`config.mk`:
```
export PLATFORM = sky130hd
export DESIGN_NAME = arith_unit
export DESIGN_NICKNAME = d
export VERILOG_FILES = /design/src/rtl/arith_unit_pkg.sv /design/src/rtl/arith_unit_adder.sv /design/src/rtl/arith_unit.sv
export SDC_FILE = /design/constraint.sdc
export NUM_CORES = 1
export LEC_CHECK = 0
export ABC_AREA = 1
export CORE_MARGIN = 1
export CORE_UTILIZATION = 39
export CTS_BUF_LIST = sky130_fd_sc_hd__clkbuf_2
export DETAILED_ROUTE_END_ITERATION = 10
export PLACE_DENSITY = 0.67
export SYNTH_ARGS = -nofsm -noshare
export SYNTH_HDL_FRONTEND = slang
export SYNTH_SLANG_ARGS = --single-unit
```
`constraint.sdc`:
```
create_clock -name clk -period 6.4 [get_ports clk]
set_clock_uncertainty 0.05 [all_clocks]
set_input_delay 1.28 -clock clk [delete_from_list [all_inputs] [get_ports clk]]
set_output_delay 1.28 -clock clk [all_outputs]
set_load 0.005 [all_outputs]
```
`src/rtl/arith_unit_pkg.sv`:
```
// Shared constants and types for the arithmetic datapath.
// Bit 1 is the MSB and bit W the LSB; phys() maps that onto [W-1:0] storage.
package arith_unit_pkg;

   localparam int W       = 30;
   localparam int MSB_IDX = 1;
   localparam int LSB_IDX = W;

   typedef logic [W-1:0] mag_t;
   typedef logic [W:0]   bext_t;

   function automatic int phys(input int k);
      return W - k;
   endfunction

endpackage

```
`src/rtl/arith_unit_adder.sv`:
```
// W-bit magnitude adder; the top bit of sum is the carry out.
// Shared by the sum micro-op and the carry status output.
module arith_unit_adder
   import arith_unit_pkg::*;
(
   input  mag_t  a,
   input  mag_t  b,
   output bext_t sum
);

   assign sum = {1'b0, a} + {1'b0, b};

endmodule

```
`src/rtl/arith_unit.sv`:
```
// A/B/C magnitude registers driven by single-cycle micro-op pulses.
// B[0] (stored as b_q[W]) is the overflow bit above B[1:W].
module arith_unit
   import arith_unit_pkg::*;
(
   input  logic  clk,
   input  logic  reset,
   input  logic  do_clear_a_from_ac,
   input  logic  do_clear_b_from_ac,
   input  logic  do_clear_c_from_ac,
   input  logic  do_not_a_from_ac,
   input  logic  do_not_b_from_ac,
   input  logic  do_sum_from_ac,
   input  logic  do_and_from_ac,
   input  logic  do_set_c_30_from_ac,
   input  logic  do_left_shift_b_from_ac,
   input  logic  do_left_shift_c_from_ac,
   input  logic  do_left_shift_c29_from_ac,
   input  logic  do_right_shift_bc_from_ac,
   input  logic  do_move_c_to_a_from_ac,
   input  logic  do_move_c_to_b_from_ac,
   input  logic  do_move_b_to_c_from_ac,
   input  logic  do_mem_to_c_from_ac,
   input  mag_t  read_data_from_mem,
   input  logic  do_arr_c_from_pnl,
   input  mag_t  arr_reg_c_from_pnl,
   input  logic  io_bit_from_io,
   output logic  carry_out_to_ac,
   output logic  reg_c1_to_ac,
   output logic  reg_c30_to_ac,
   output logic  reg_b0_to_ac,
   output mag_t  write_data_to_mem,
   output mag_t  reg_a_to_pnl,
   output bext_t reg_b_to_pnl,
   output mag_t  reg_c_to_pnl,
   output logic  conflict_to_pnl
);

   localparam int C_MSB = phys(MSB_IDX);
   localparam int C_LSB = phys(LSB_IDX);

   mag_t  a_q, a_d;
   bext_t b_q, b_d;
   mag_t  c_q, c_d;
   logic  conflict_q, conflict_d;

   bext_t           sum;
   bext_t           b_shl;
   mag_t            c_shl;
   logic            c_fill;
   logic [2*W:0]    bc_shr;
   logic [2:0]      a_hits;
   logic [5:0]      b_hits;
   logic [6:0]      c_hits;

   arith_unit_adder u_add (
      .a   (a_q),
      .b   (b_q[W-1:0]),
      .sum (sum)
   );

   assign c_fill = do_left_shift_c29_from_ac & io_bit_from_io;
   assign b_shl  = {b_q[W-1:0], c_q[C_MSB]};
   assign c_shl  = {c_q[W-2:0], c_fill};
   assign bc_shr = {b_q, c_q} >> 1;

   always_comb begin
      a_d = a_q;
      if (do_clear_a_from_ac)
         a_d = '0;
      else if (do_move_c_to_a_from_ac)
         a_d = c_q;
      else if (do_not_a_from_ac)
         a_d = ~a_q;
   end

   always_comb begin
      b_d = b_q;
      if (do_clear_b_from_ac)
         b_d = '0;
      else if (do_move_c_to_b_from_ac)
         b_d = {1'b0, c_q};
      else if (do_sum_from_ac)
         b_d = sum;
      else if (do_left_shift_b_from_ac)
         b_d = b_shl;
      else if (do_right_shift_bc_from_ac)
         b_d = bc_shr[2*W:W];
      else if (do_not_b_from_ac)
         b_d = {b_q[W], ~b_q[W-1:0]};
   end

   // Panel arrangement overrides every C pulse, including set_c_30.
   always_comb begin
      c_d = c_q;
      if (do_arr_c_from_pnl)
         c_d = arr_reg_c_from_pnl;
      else if (do_mem_to_c_from_ac)
         c_d = read_data_from_mem;
      else if (do_move_b_to_c_from_ac)
         c_d = b_q[W-1:0];
      else if (do_and_from_ac)
         c_d = a_q & b_q[W-1:0];
      else if (do_left_shift_c_from_ac)
         c_d = c_shl;
      else if (do_right_shift_bc_from_ac)
         c_d = bc_shr[W-1:0];
      else if (do_clear_c_from_ac)
         c_d = '0;
      if (do_set_c_30_from_ac && !do_arr_c_from_pnl)
         c_d[C_LSB] = 1'b1;
   end

   assign a_hits = {do_clear_a_from_ac, do_move_c_to_a_from_ac,
                    do_not_a_from_ac};
   assign b_hits = {do_clear_b_from_ac, do_move_c_to_b_from_ac,
                    do_sum_from_ac, do_left_shift_b_from_ac,
                    do_right_shift_bc_from_ac, do_not_b_from_ac};
   assign c_hits = {do_mem_to_c_from_ac, do_move_b_to_c_from_ac,
                    do_and_from_ac, do_left_shift_c_from_ac,
                    do_right_shift_bc_from_ac, do_clear_c_from_ac,
                    do_set_c_30_from_ac};

   always_comb begin
      conflict_d = conflict_q;
      if ($countones(a_hits) > 1)
         conflict_d = 1'b1;
      if ($countones(b_hits) > 1)
         conflict_d = 1'b1;
      if (!do_arr_c_from_pnl && $countones(c_hits) > 1)
         conflict_d = 1'b1;
   end

   always_ff @(posedge clk or posedge reset) begin
      if (reset) begin
         a_q        <= '0;
         b_q        <= '0;
         c_q        <= '0;
         conflict_q <= 1'b0;
      end else begin
         a_q        <= a_d;
         b_q        <= b_d;
         c_q        <= c_d;
         conflict_q <= conflict_d;
      end
   end

   assign carry_out_to_ac   = sum[W];
   assign reg_c1_to_ac      = c_q[C_MSB];
   assign reg_c30_to_ac     = c_q[C_LSB];
   assign reg_b0_to_ac      = b_q[W];
   assign write_data_to_mem = c_q;
   assign reg_a_to_pnl      = a_q;
   assign reg_b_to_pnl      = b_q;
   assign reg_c_to_pnl      = c_q;
   assign conflict_to_pnl   = conflict_q;

endmodule

```
==> flow_summary.json <==
{
  "outcome": "finished clean",
  "wire_per_inst_microns": 18.8,
  "clk_pin_slew_ns": 0.26,
  "whs_ns": 0.511,
  "min-delay-start": "conflict_to_pnl",
  "max_cap_viol_count": 0,
  "setup_viol": 0,
  "overflow": 0,
  "cts_setup_buffers": 0,
  "first_pass_iters": 5,
  "async_flop_share_pct": 100,
  "peakVddDrop_v": 0.0000937,
  "synth.cell_area_sq_um": 9040,
  "fin_cells": 1880,
  "cts_max_path_buffers": 2,
  "yosysMostFrequentCell": "nand2_1",
  "hpwl_mm": 26.7,
  "crit_path_max_fanout": 7,
  "path_class": "reg -> out",
  "cts_resized": 0,
  "synth_top_cell_by_area": "dfrtp_1",
  "layout-drive-gt1-share_pct": 3.51,
  "synth_cells": 1471,
  "synth_fp_nets": 1593,
  "grt_pass1_vias": 9265,
  "fmax_mhz": 213,
  "drc_errors": 0,
  "grt_setup_unrepaired": "no",
  "worstPathArrival_ns": 3.36,
  "grt_max_degree": 91,
  "track_usage_pct": 29.6,
  "rows": 55,
  "finalCritPeriodShare_pct": 73.2,
  "synth.yosys.seq_area_share_pct": 25.5,
  "fin_tns_setup_ns": 0,
  "maxSlewHeadroom_pct": 22.1,
  "synth_top_area_share_pct": 25.5,
  "post_dp_cell_area_sq_um": 11000,
  "crit_start": "reg_b_to_pnl[0]",
  "gp_congestion": 0.962,
  "setup.worst_path.start_class": "flop",
  "area_growth_syn_to_layout_pct": 22.4,
  "power.density_nw_per_um2": 178,
  "crit_path_end_kind": "primary output",
  "numCtsBuffers": 9,
  "power.leakage_nw": 5.26,
  "antenna_left": 0,
  "insertion_delay_ns": 0.62,
  "use_met3_pct": 5.10,
  "finalCriticalPeriod_ns": 4.69,
  "core_area_sq_um": 22700,
  "ys_warn_count": 0,
  "synthFlopType": "dfrtp_1",
  "synth_edf_count": 0,
  "start_util_pct": 39.8,
  "finalInstanceArea_sq_um": 11100,
  "cts_max_level": 3,
  "final_core_util_pct": 48.8,
  "antenna_found_initial": 1,
  "use_met2_pct": 43.6,
  "portBuffers": 205,
  "place_inst": 1863,
  "viasPerCell": 5.56,
  "globalRoute.busiestLayer": "met1",
  "slew_violations": 0,
  "io_pins": 206,
  "postCtsHoldBufs": 0,
  "synth-seq-cells": 92,
  "fin_nets": 1711,
  "gr-usage-met1_pct": 44.2,
  "cts_tree": "yes",
  "die_h_microns": 154,
  "cp.required_ns": 5.07,
  "die_area_sq_um": 23800,
  "vias": 10500,
  "drt_wl_total_mm": 35.3,
  "synth.area.top_cells": "dfrtp_1, nand2_1, o21ai_0, inv_1, nand3_1",
  "r2r-start": "reg_b_to_pnl[0]",
  "worstMarginPinSlew_ns": 1.16,
  "drt-initial-drc-count": 1019,
  "grt_pass1_wl_mm": 54.4,
  "clock-sinks": 92,
  "cts-root-buf": "clkbuf_2",
  "synthDistinctLibCells": 41,
  "dieWidth_microns": 154,
  "hold_viol": 0,
  "synth_area_per_cell_sq_um": 6.15,
  "hp-class": "reg -> reg",
  "synthTopCellsByCount": "nand2_1, inv_1, o21ai_0"
}
worst max-delay path, stage by stage (launching register included):
cell             delay, ns
dfrtp_1               0.55
ha_1                  0.35
inv_1                 0.09
fa_1                  0.44
nor3_1                0.27
o21ai_0               0.21
nand3_1               0.15
a21oi_1               0.12
inv_1                 0.07
clkdlybuf4s50_1       0.49
worst paths after layout:
kind	endpoint	slack (ns)	cells after the start
setup / recovery	carry_out_to_ac	1.71	9
max in group asynchronous	reg_a_to_pnl[15]	4.21	3
hold / removal	conflict_to_pnl	0.51	2
hold reg to reg	conflict_to_pnl	0.51	2
min in group asynchronous	reg_c_to_pnl[9]	0.92	2
setup reg to reg	reg_b_to_pnl[12]	3.38	14
layout by cell type (no fill, tap or decap), types with 12 or more instances in the layout:
cell             Yosys  final
nand3_1             93     93
ha_1                35     35
nand2_1            454    454
nor2_1              68     68
o22ai_1             48     48
o211ai_1            43     43
a21oi_1             76     76
a211oi_1            13     13
o21ai_0            150    150
or2_2               15     15
o21ai_1             20     20
inv_1              193    192
dfrtp_1             92     92
clkdlybuf4s50_1      0    204
buf_4               34     12
routing by layer:
layer	routed length, microns	up-vias
li1	-	5047
met5	0	-
met3	3630	30
met2	15000	522
met1	16200	4855
met4	456	0
sequential cells by signal, summed over array words and instances, names as in the netlist:
register and count:
reg_c_to_pnl 30, reg_b_to_pnl 31, conflict_to_pnl 1, reg_a_to_pnl 30
final cells by class:
class | instances | area (sq um)
Fill cell | 2378 | 11600
Timing Repair Buffer | 217 | 2140
Clock buffer | 11 | 55.1
Sequential cell | 92 | 2300
Multi-Input combinational cell | 1070 | 5420
Clock inverter | 5 | 52.6
Tap cell | 285 | 357
Inverter | 199 | 749
Antenna cell | 1 | 2.50
where the power goes:
part	switching, mW	internal, mW	leakage [nW]
Combinational	0.502	0.390	4.06
Sequential	0.131	0.640	1.13
Clock	0.220	0.0918	0.0733
Total	0.852	1.12	5.26
cells by family after synthesis:
family / count (synthesis) / synth area share, %
buf+inv: 309 / 14.6
fa+ha+maj: 42 / 6.39
simple gates: 645 / 28.9
xor+xnor: 4 / 0.387
compound gates: 379 / 24.2
flops: 92 / 25.5
per-stage QoR:
step	setup WS (ns)	total power, mW
floorplan	2.68	1.25
global placement	1.71	1.64
detailed placement	1.67	1.65
CTS	1.70	1.96
global route	1.45	2.09
finish	1.71	1.97
No activity file was read; power rests on OpenSTA's default activity.
